File: src/rtl/uart_pkg.sv
// Shared types and helpers for the UART transmit sequencer.
package uart_pkg;

    // Frame sequencer states
    typedef enum logic [2:0] {
        IDLE  = 3'd0,
        START = 3'd1,
        DATA  = 3'd2,
        PAR   = 3'd3,
        STOP  = 3'd4
    } state_t;

    // Parity mode encodings for the PARITY parameter
    localparam int PAR_NONE = 0;
    localparam int PAR_EVEN = 1;
    localparam int PAR_ODD  = 2;

    // Parity bit for a data word.
    // The word is zero-extended to 9 bits, and the extra zeros leave the XOR unchanged.
    function automatic logic calc_parity(input logic [8:0] data, input int mode);
        logic p;
        case (mode)
            PAR_EVEN: p = ^data;
            PAR_ODD:  p = ~^data;
            default:  p = 1'b0;
        endcase
        return p;
    endfunction

endpackage

File: src/rtl/uart_tx_ctrl_bit_timer.sv
// Baud bit timer: counts 0..div and flags the last cycle of each bit period.
module bit_timer #(
    parameter int BBITS = 16
) (
    input  logic             clk,
    input  logic             rst_n,
    input  logic             en,
    input  logic             clr,
    input  logic [BBITS-1:0] div,
    output logic             bit_tick
);

    logic [BBITS-1:0] cnt_r;

    // Cycle counter. It is held at zero while disabled or cleared, and it wraps after reaching div.
    always_ff @(posedge clk or negedge rst_n) begin
        if (!rst_n) begin
            cnt_r <= {BBITS{1'b0}};
        end else if (clr || !en) begin
            cnt_r <= {BBITS{1'b0}};
        end else if (cnt_r == div) begin
            cnt_r <= {BBITS{1'b0}};
        end else begin
            cnt_r <= cnt_r + {{(BBITS-1){1'b0}}, 1'b1};
        end
    end

    assign bit_tick = en & (cnt_r == div);

endmodule

File: src/rtl/uart_tx_ctrl.sv
// UART transmit sequencer.
// It takes a word through a ready/start handshake and sends start, data (LSB first),
// optional parity, and stop bits on txd.
module uart_tx_ctrl
    import uart_pkg::*;
#(
    parameter int BBITS  = 16,
    parameter int DBITS  = 8,
    parameter int PARITY = 0
) (
    input  logic             clk,
    input  logic             rst_n,
    input  logic [BBITS-1:0] baud_div,
    input  logic             tx_start,
    input  logic [DBITS-1:0] tx_data,
    output logic             tx_ready,
    output logic             tx_busy,
    output logic             tx_done,
    output logic             txd
);

    localparam int CW = $clog2(DBITS + 1);
    localparam logic [CW-1:0] LAST_BIT = CW'(DBITS - 1);
    localparam logic [CW-1:0] CNT_ONE  = CW'(1);

    state_t           state_r, state_s;
    logic [DBITS-1:0] shreg_r, shreg_s;
    logic [CW-1:0]    bit_cnt_r, bit_cnt_s;
    logic [BBITS-1:0] div_r, div_s;
    logic             par_r, par_s;
    logic             txd_r, txd_s;
    logic             done_s;
    logic             accept_s;
    logic             bit_tick_s;
    logic             timer_en_s;

    assign accept_s   = tx_start & (state_r == IDLE);
    assign timer_en_s = (state_r != IDLE);

    bit_timer #(.BBITS(BBITS)) u_bit_timer (
        .clk      (clk),
        .rst_n    (rst_n),
        .en       (timer_en_s),
        .clr      (accept_s),
        .div      (div_r),
        .bit_tick (bit_tick_s)
    );

    // Next-state logic for the FSM, shift register, bit counter and latched frame settings
    always_comb begin
        state_s   = state_r;
        shreg_s   = shreg_r;
        bit_cnt_s = bit_cnt_r;
        div_s     = div_r;
        par_s     = par_r;
        done_s    = 1'b0;
        case (state_r)
            IDLE: begin
                if (accept_s) begin
                    state_s   = START;
                    shreg_s   = tx_data;
                    div_s     = baud_div;
                    par_s     = calc_parity(9'(tx_data), PARITY);
                    bit_cnt_s = {CW{1'b0}};
                end else begin
                    state_s = IDLE;
                end
            end
            START: begin
                if (bit_tick_s) begin
                    state_s = DATA;
                end else begin
                    state_s = START;
                end
            end
            DATA: begin
                if (bit_tick_s) begin
                    shreg_s = {1'b0, shreg_r[DBITS-1:1]};
                    if (bit_cnt_r == LAST_BIT) begin
                        bit_cnt_s = {CW{1'b0}};
                        state_s   = (PARITY != PAR_NONE) ? PAR : STOP;
                    end else begin
                        bit_cnt_s = bit_cnt_r + CNT_ONE;
                    end
                end else begin
                    state_s = DATA;
                end
            end
            PAR: begin
                if (bit_tick_s) begin
                    state_s = STOP;
                end else begin
                    state_s = PAR;
                end
            end
            STOP: begin
                if (bit_tick_s) begin
                    state_s = IDLE;
                    done_s  = 1'b1;
                end else begin
                    state_s = STOP;
                end
            end
            default: begin
                state_s = IDLE;
            end
        endcase
    end

    // Line level for the upcoming cycle. It is derived from the next state so that txd lines up with state.
    always_comb begin
        txd_s = 1'b1;
        case (state_s)
            START:   txd_s = 1'b0;
            DATA:    txd_s = shreg_s[0];
            PAR:     txd_s = par_s;
            STOP:    txd_s = 1'b1;
            IDLE:    txd_s = 1'b1;
            default: txd_s = 1'b1;
        endcase
    end

    // State and datapath registers. txd resets high so an aborted frame never drives a spurious 0.
    always_ff @(posedge clk or negedge rst_n) begin
        if (!rst_n) begin
            state_r   <= IDLE;
            shreg_r   <= {DBITS{1'b0}};
            bit_cnt_r <= {CW{1'b0}};
            div_r     <= {BBITS{1'b0}};
            par_r     <= 1'b0;
            txd_r     <= 1'b1;
        end else begin
            state_r   <= state_s;
            shreg_r   <= shreg_s;
            bit_cnt_r <= bit_cnt_s;
            div_r     <= div_s;
            par_r     <= par_s;
            txd_r     <= txd_s;
        end
    end

    assign tx_ready = (state_r == IDLE);
    assign tx_busy  = (state_r != IDLE);
    assign tx_done  = done_s;
    assign txd      = txd_r;

endmodule

File: config.mk
export PLATFORM = sky130hd
export DESIGN_NAME = uart_tx_ctrl
export DESIGN_NICKNAME = d
export VERILOG_FILES = /design/src/rtl/uart_pkg.sv /design/src/rtl/uart_tx_ctrl_bit_timer.sv /design/src/rtl/uart_tx_ctrl.sv
export SDC_FILE = /design/constraint.sdc
export NUM_CORES = 1
export LEC_CHECK = 0
export CORE_AREA = 2 2 73 75
export DETAILED_ROUTE_END_ITERATION = 8
export DIE_AREA = 0 0 75 77
export GPL_ROUTABILITY_DRIVEN = 0
export PLACE_DENSITY = 0.71
export SYNTH_ARGS = -nofsm -noshare
export SYNTH_HDL_FRONTEND = slang
export SYNTH_SLANG_ARGS = --single-unit
File: constraint.sdc
create_clock -name clk -period 3.7 [get_ports clk]
set_input_delay 0.74 -clock clk [delete_from_list [all_inputs] [get_ports clk]]
set_output_delay 0.74 -clock clk [all_outputs]
set_load 0.01 [all_outputs]
==> results.json, run 1 <==
{
  "cp.arrival_ns": 2.41,
  "diodes": 0,
  "avgSynthCellArea_sq_um": 11.36,
  "clock_skew_ns": 0.009363,
  "hold_depth": 1,
  "peakVddDrop_uv": 327.4,
  "combPwrFrac_pct": 30.2,
  "clock-sinks": 49,
  "finalCriticalPeriod_ns": 3.146,
  "path_cells": "xnor2_2 > nand4_1 > nor4_4 > and3_1 > clkdlybuf4s50_1",
  "synth-seq-cells": 49,
  "grt_pass1_vias": 1507,
  "yosysUniqueCellTypes": 40,
  "r2r_cells": 6,
  "clkTransAtPathRegs_ns": 0.08,
  "drtIter0Drc": 75,
  "avgRoutedWirePerCell_um": 13.35,
  "intPower_mw": 1.147,
  "endpoint_kind": "output pin",
  "worstMarginPinSlew_ns": 1.040,
  "fp.dieH_um": 77,
  "synth_nets": 239,
  "synthCells": 210,
  "design.core.area_sq_um": 4977,
  "fin_nets": 267,
  "switchingPower_uw": 543.3,
  "slew_violations": 0,
  "clk_latency_ns": 0.29,
  "r2r-end": "bit_cnt_r[0]",
  "max_slew_margin_pct": 30.67,
  "antenna_found_initial": 0,
  "ant_nets": 0,
  "port_buffers": 30,
  "syn_area_sq_um": 2385,
  "crit_fanout": 9,
  "p_leak_nw": 1.212,
  "die_area_sq_um": 5775,
  "yosysSeqAreaShare_pct": 51.47,
  "fp-row-count": 26,
  "p_clk_share_pct": 17.2,
  "multi_input_area_sq_um": 1081,
  "total_power_mw": 1.690,
  "criticalPathCategory": "register to output pin",
  "pwr-share-seq_pct": 52.6,
  "routed_wl_mm": 4.126,
  "startpoint_type": "register",
  "cp.depth": 5,
  "die_w_um": 75,
  "path_buf_inv": 1,
  "reg2reg_slack_ns": 1.27,
  "grt_pass1_wl_mm": 6.831,
  "cts_tree": "yes",
  "maxCapViolCount": 0,
  "drive_gt1_share_pct": 6.276,
  "cts-root-buf": "clkbuf_8",
  "grt_start_max_net_pins": 50,
  "cpPeakStageDelay_ns": 0.57,
  "vias": 1589,
  "worstHoldStart": "shreg_r[5]",
  "use_met3_pct": 4.074,
  "fin_hold_ws_ns": 0.4795,
  "setup_viol": 0,
  "met2_usage_pct": 22.89,
  "regArea_sq_um": 1227,
  "initial_core_util_pct": 47.91,
  "viasPerCell": 5.142,
  "ios": 31,
  "fin_crit_sh_pct": 85.02,
  "grt-ovfl-total": 0,
  "timing.setup.tns_ns": 0,
  "cts_made_buffers": 5,
  "p_sw_share_pct": 32.15,
  "filler_cell_count": 429,
  "required_ns": 2.96,
  "cts_resized": 0,
  "hold_end": "shreg_r[5]",
  "fmaxAchievable_ghz": 0.3179,
  "slowest_stage": "nor4_4",
  "grt_setup_unrepaired": "no",
  "status": "completed",
  "dp_hpwl_mm": 3.038,
  "grt_usage_pct": 15.41,
  "power_per_cell_area_nw_per_um2": 604.1,
  "cp_top_family": "simple AND/OR/NAND/NOR gates",
  "use_met1_pct": 21.84,
  "holdCritPathClass": "register to register",
  "hold_viol": 0,
  "first_pass_iters": 4,
  "r2r_start": "u_bit_timer.cnt_r[11]",
  "post-cts-setup-buffers": 0,
  "htree_levels": 2,
  "syn_to_final_growth_pct": 17.31,
  "drc": 0,
  "busiest_layer": "met2",
  "cts_buffer_depth": 2,
  "postCtsHoldBufs": 0,
  "yosys_warnings": 0
}
worst register-to-register path, stage by stage (launching register included):
cell	delay, ns
dfrtp_1	0.47
xnor2_2	0.16
nand4_1	0.16
nor4_4	0.57
mux2i_2	0.18
or3_4	0.45
mux2_1	0.34
state kept, by name (all words and copies together), names as in the netlist:
register / flops
u_bit_timer.cnt_r: 16
bit_cnt_r: 4
state_r: 3
txd: 1
div_r: 16
par_r: 1
shreg_r: 8
worst max-delay path by stage:
stage	endpoint	slack, ns	startpoint
finish	tx_done	0.55	u_bit_timer.cnt_r[11]
global route	tx_done	0.41	u_bit_timer.cnt_r[11]
CTS	tx_done	0.55	u_bit_timer.cnt_r[4]
detailed placement	tx_done	0.87	u_bit_timer.cnt_r[4]
global placement	tx_done	0.88	u_bit_timer.cnt_r[12]
floorplan	tx_done	1.52	u_bit_timer.cnt_r[11]
placed cells by master, fill, tap and decap left out, types with 7 or more instances in the layout:
master | netlist | layout
a22o_1 | 7 | 7
nand4_1 | 8 | 8
dfrtp_1 | 48 | 48
nor2_1 | 20 | 20
nand2_1 | 10 | 10
xor2_1 | 7 | 7
clkdlybuf4s50_1 | 0 | 29
mux2_1 | 17 | 17
xnor2_1 | 19 | 19
metal layers:
metal  vias to the layer above  wire length [um]
met5                         -                 0
met4                         0                44
met3                         4               162
met2                        31              1891
met1                       769              2028
li1                        785                 -
cell type report:
| class | instances | share of cell area (%) |
|---|---|---|
| clock buffer | 8 | 2.862 |
| timing repair buffer | 31 | 10.82 |
| multi-input combinational | 146 | 38.64 |
| sequential | 49 | 43.87 |
| inverter | 5 | 0.6708 |
| tap | 70 | 3.131 |
power groups by stage:
stage          Clock [mW]  Combinational, mW  Sequential [mW]
2_1_floorplan           0              0.417            0.845
3_3_place_gp            0              0.508            0.893
3_5_place_dp            0              0.517            0.904
4_1_cts             0.304              0.521            0.892
5_1_grt             0.327              0.578            0.916
6_report            0.290              0.510            0.890
cells by family (layout without fill, tap and decap cells):
| family | Yosys count | count (layout) | synth area share, % |
|---|---|---|---|
| AO/OA/AOI/OAI | 31 | 31 | 9.496 |
| XOR/XNOR | 27 | 27 | 10.23 |
| adder cells (fa/ha/maj) | 2 | 2 | 1.049 |
| buffers and inverters | 15 | 44 | 3.200 |
| flip-flops | 49 | 49 | 51.47 |
| multiplexers | 22 | 22 | 10.28 |
| AND/OR/NAND/NOR | 64 | 64 | 14.27 |
cells in the mapped netlist (all sizes together):
cell | instances | share of area (%)
or2 | 1 | 0.26
dfstp | 1 | 1.1
mux2 | 17 | 8.0
or3 | 6 | 1.8
a21oi | 6 | 1.3
a31oi | 2 | 0.52
a21o | 6 | 1.9
and3 | 1 | 0.26
nand4 | 8 | 2.1
o211a | 1 | 0.42
o41ai | 3 | 1.4
nand3 | 4 | 0.84
xnor2 | 20 | 7.7
o21ai | 5 | 1.0
nor3 | 3 | 0.63
nor4 | 1 | 0.89
nand2 | 10 | 1.6
a311oi | 1 | 0.37
mux2i | 5 | 2.3
clkbuf | 3 | 0.47
and2 | 2 | 0.52
nand3b | 1 | 0.31
nor2 | 20 | 3.1
buf | 7 | 1.9
a22o | 7 | 2.6
nand2b | 3 | 0.79
nor2b | 3 | 0.79
inv | 5 | 0.79
dfrtp | 48 | 50
or3b | 1 | 0.37
ha | 2 | 1.0
xor2 | 7 | 2.6
metrics by stage:
stage	util (%)	setup slack [ns]	cells	area, sq um
6_report	56.21	0.5541	309	2798
5_1_grt	56.21	0.4081	309	2798
3_5_place_dp	54.60	0.8715	301	2718
3_3_place_gp	54.60	0.8821	301	2718
4_1_cts	56.21	0.5525	309	2798
2_1_floorplan	-	1.515	210	2385
Note: power is estimated with default switching activity, not from simulation.
==> inputs of run 2 (changes only) <==
Settings changed: CORE_AREA 2 2 73 75 to 2 2 69 71, DIE_AREA 0 0 75 77 to 0 0 71 73, PLACE_DENSITY 0.71 to 0.78.
==> run 2 against run 1 <==
  * Register-to-register slack improved by 0.20 ns
  * Sequential share of layout area increased by 0.098 points
  * Cell area decreased by 0.22%
  * Critical endpoint unchanged
  * Highest routed layer unchanged
==> results.json, run 2 (synthesis results as in run 1) <==
{
  "viasPerCell": 5.485,
  "hold_end": "shreg_r[3]",
  "cpPeakStageDelay_ns": 0.52,
  "criticalPathCategory": "register to output pin",
  "slew_violations": 0,
  "clock_skew_ns": 0.01060,
  "avgRoutedWirePerCell_um": 14.15,
  "drtIter0Drc": 149,
  "port_buffers": 30,
  "cts_made_buffers": 5,
  "ant_nets": 0,
  "path_buf_inv": 2,
  "required_ns": 2.96,
  "timing.setup.tns_ns": 0,
  "fp-row-count": 25,
  "cts_resized": 0,
  "finalCriticalPeriod_ns": 2.990,
  "cts-root-buf": "clkbuf_8",
  "r2r_start": "u_bit_timer.cnt_r[4]",
  "largest_registers": "div_r: 16 flops, u_bit_timer.cnt_r: 16 flops, shreg_r: 8 flops",
  "ios": 31,
  "htree_levels": 2,
  "post-cts-setup-buffers": 0,
  "clock-sinks": 49,
  "cts_buffer_depth": 2,
  "clkTransAtPathRegs_ns": 0.08,
  "cts_tree": "yes",
  "endpoint_kind": "output pin",
  "drive_gt1_share_pct": 7.113,
  "place_ws_ns": 1.007,
  "hold_viol": 0,
  "grt_pass1_wl_mm": 7.058,
  "peakVddDrop_uv": 347.5,
  "die_area_sq_um": 5183,
  "routed_wl_mm": 4.145,
  "die_w_um": 71,
  "cp.arrival_ns": 2.25,
  "design.core.area_sq_um": 4536,
  "antenna_found_initial": 0,
  "power_per_cell_area_nw_per_um2": 614.1,
  "drc": 0,
  "setup_viol": 0,
  "fin_nets": 268,
  "worstHoldStart": "shreg_r[3]",
  "diodes": 0,
  "slowest_stage": "clkdlybuf4s50_1",
  "path_cells": "xnor2_1 > nand4_1 > nor4_4 > buf_4 > and3_1 > clkdlybuf4s50_1",
  "first_pass_iters": 4,
  "initial_core_util_pct": 52.58,
  "reg2reg_slack_ns": 1.47,
  "startpoint_type": "register",
  "final_common_cell": "dfrtp_1",
  "crit_fanout": 9,
  "worstMarginPinSlew_ns": 1.056,
  "holdCritPathClass": "register to register",
  "grt_usage_pct": 17.68,
  "status": "completed",
  "syn_to_final_growth_pct": 17.05,
  "r2r-end": "bit_cnt_r[0]",
  "max_slew_margin_pct": 29.63,
  "grt_pass1_vias": 1542,
  "grt-ovfl-total": 0,
  "total_power_mw": 1.714,
  "p_leak_nw": 1.222,
  "cp_top_family": "buffers and inverters",
  "worst_slack_ns": 0.7099,
  "dp_hpwl_mm": 2.956,
  "maxCapViolCount": 0,
  "fin_util_pct": 61.54,
  "hold_depth": 1,
  "fp.dieH_um": 73,
  "fmaxAchievable_ghz": 0.3344,
  "grt_setup_unrepaired": "no",
  "clk_latency_ns": 0.30,
  "vias": 1607,
  "grt_start_max_net_pins": 50,
  "postCtsHoldBufs": 0,
  "final_cell_mix": "48 x dfrtp_1, 29 x clkdlybuf4s50_1, 20 x nor2_1, 19 x xnor2_1, 17 x mux2_1",
  "r2r_cells": 7,
  "fin_crit_sh_pct": 80.81
}
==> run 2: layer usage <==
layer / up-vias / global-route usage, % / wire length, um
met5: - / 0 / 0
met4: 0 / 7.547 / 57
met3: 4 / 2.486 / 101
met2: 21 / 28.04 / 2006
met1: 790 / 24.55 / 1981
li1: 792 / - / -
==> run 2: where the power goes <==
part	internal, mW	switching (mW)	total (mW)
Clock	0.148	0.163	0.312
Sequential	0.724	0.165	0.889
Combinational	0.288	0.225	0.513
Total	1.16	0.553	1.71
==> run 2: per-stage QoR <==
stage               hold WS [ns]  area, sq um  std cells
floorplan                 0.4444         2385        210
global placement          0.4594         2705        286
detailed placement        0.4668         2705        286
CTS                       0.4865         2791        293
global route              0.5120         2791        293
finish                    0.4837         2791        293
==> run 2: worst max path at each step <==
stage	from	slack [ns]	cells past startpoint	endpoint
floorplan	u_bit_timer.cnt_r[11]	1.52	5	tx_done
global placement	u_bit_timer.cnt_r[8]	1.04	6	tx_done
detailed placement	u_bit_timer.cnt_r[4]	1.01	6	tx_done
CTS	u_bit_timer.cnt_r[4]	0.68	6	tx_done
global route	u_bit_timer.cnt_r[5]	0.55	6	tx_done
finish	u_bit_timer.cnt_r[4]	0.71	6	tx_done
==> run 2: area by class of cell <==
cell class,instances,area (sq um)
fillers,377,1744
flip-flops and latches,49,1227
repair buffers,32,310.3
clock buffers,7,86.33
inverters,5,18.77
well taps,54,67.56
multi-input cells,146,1081
==> run 2: worst register-to-register path: cells and delay by family, from the launching register on <==
family,cells,cell delay (ns)
AND/OR/NAND/NOR,3,0.88
flip-flops,1,0.44
multiplexers,2,0.43
buffers and inverters,1,0.20
XOR/XNOR,1,0.17
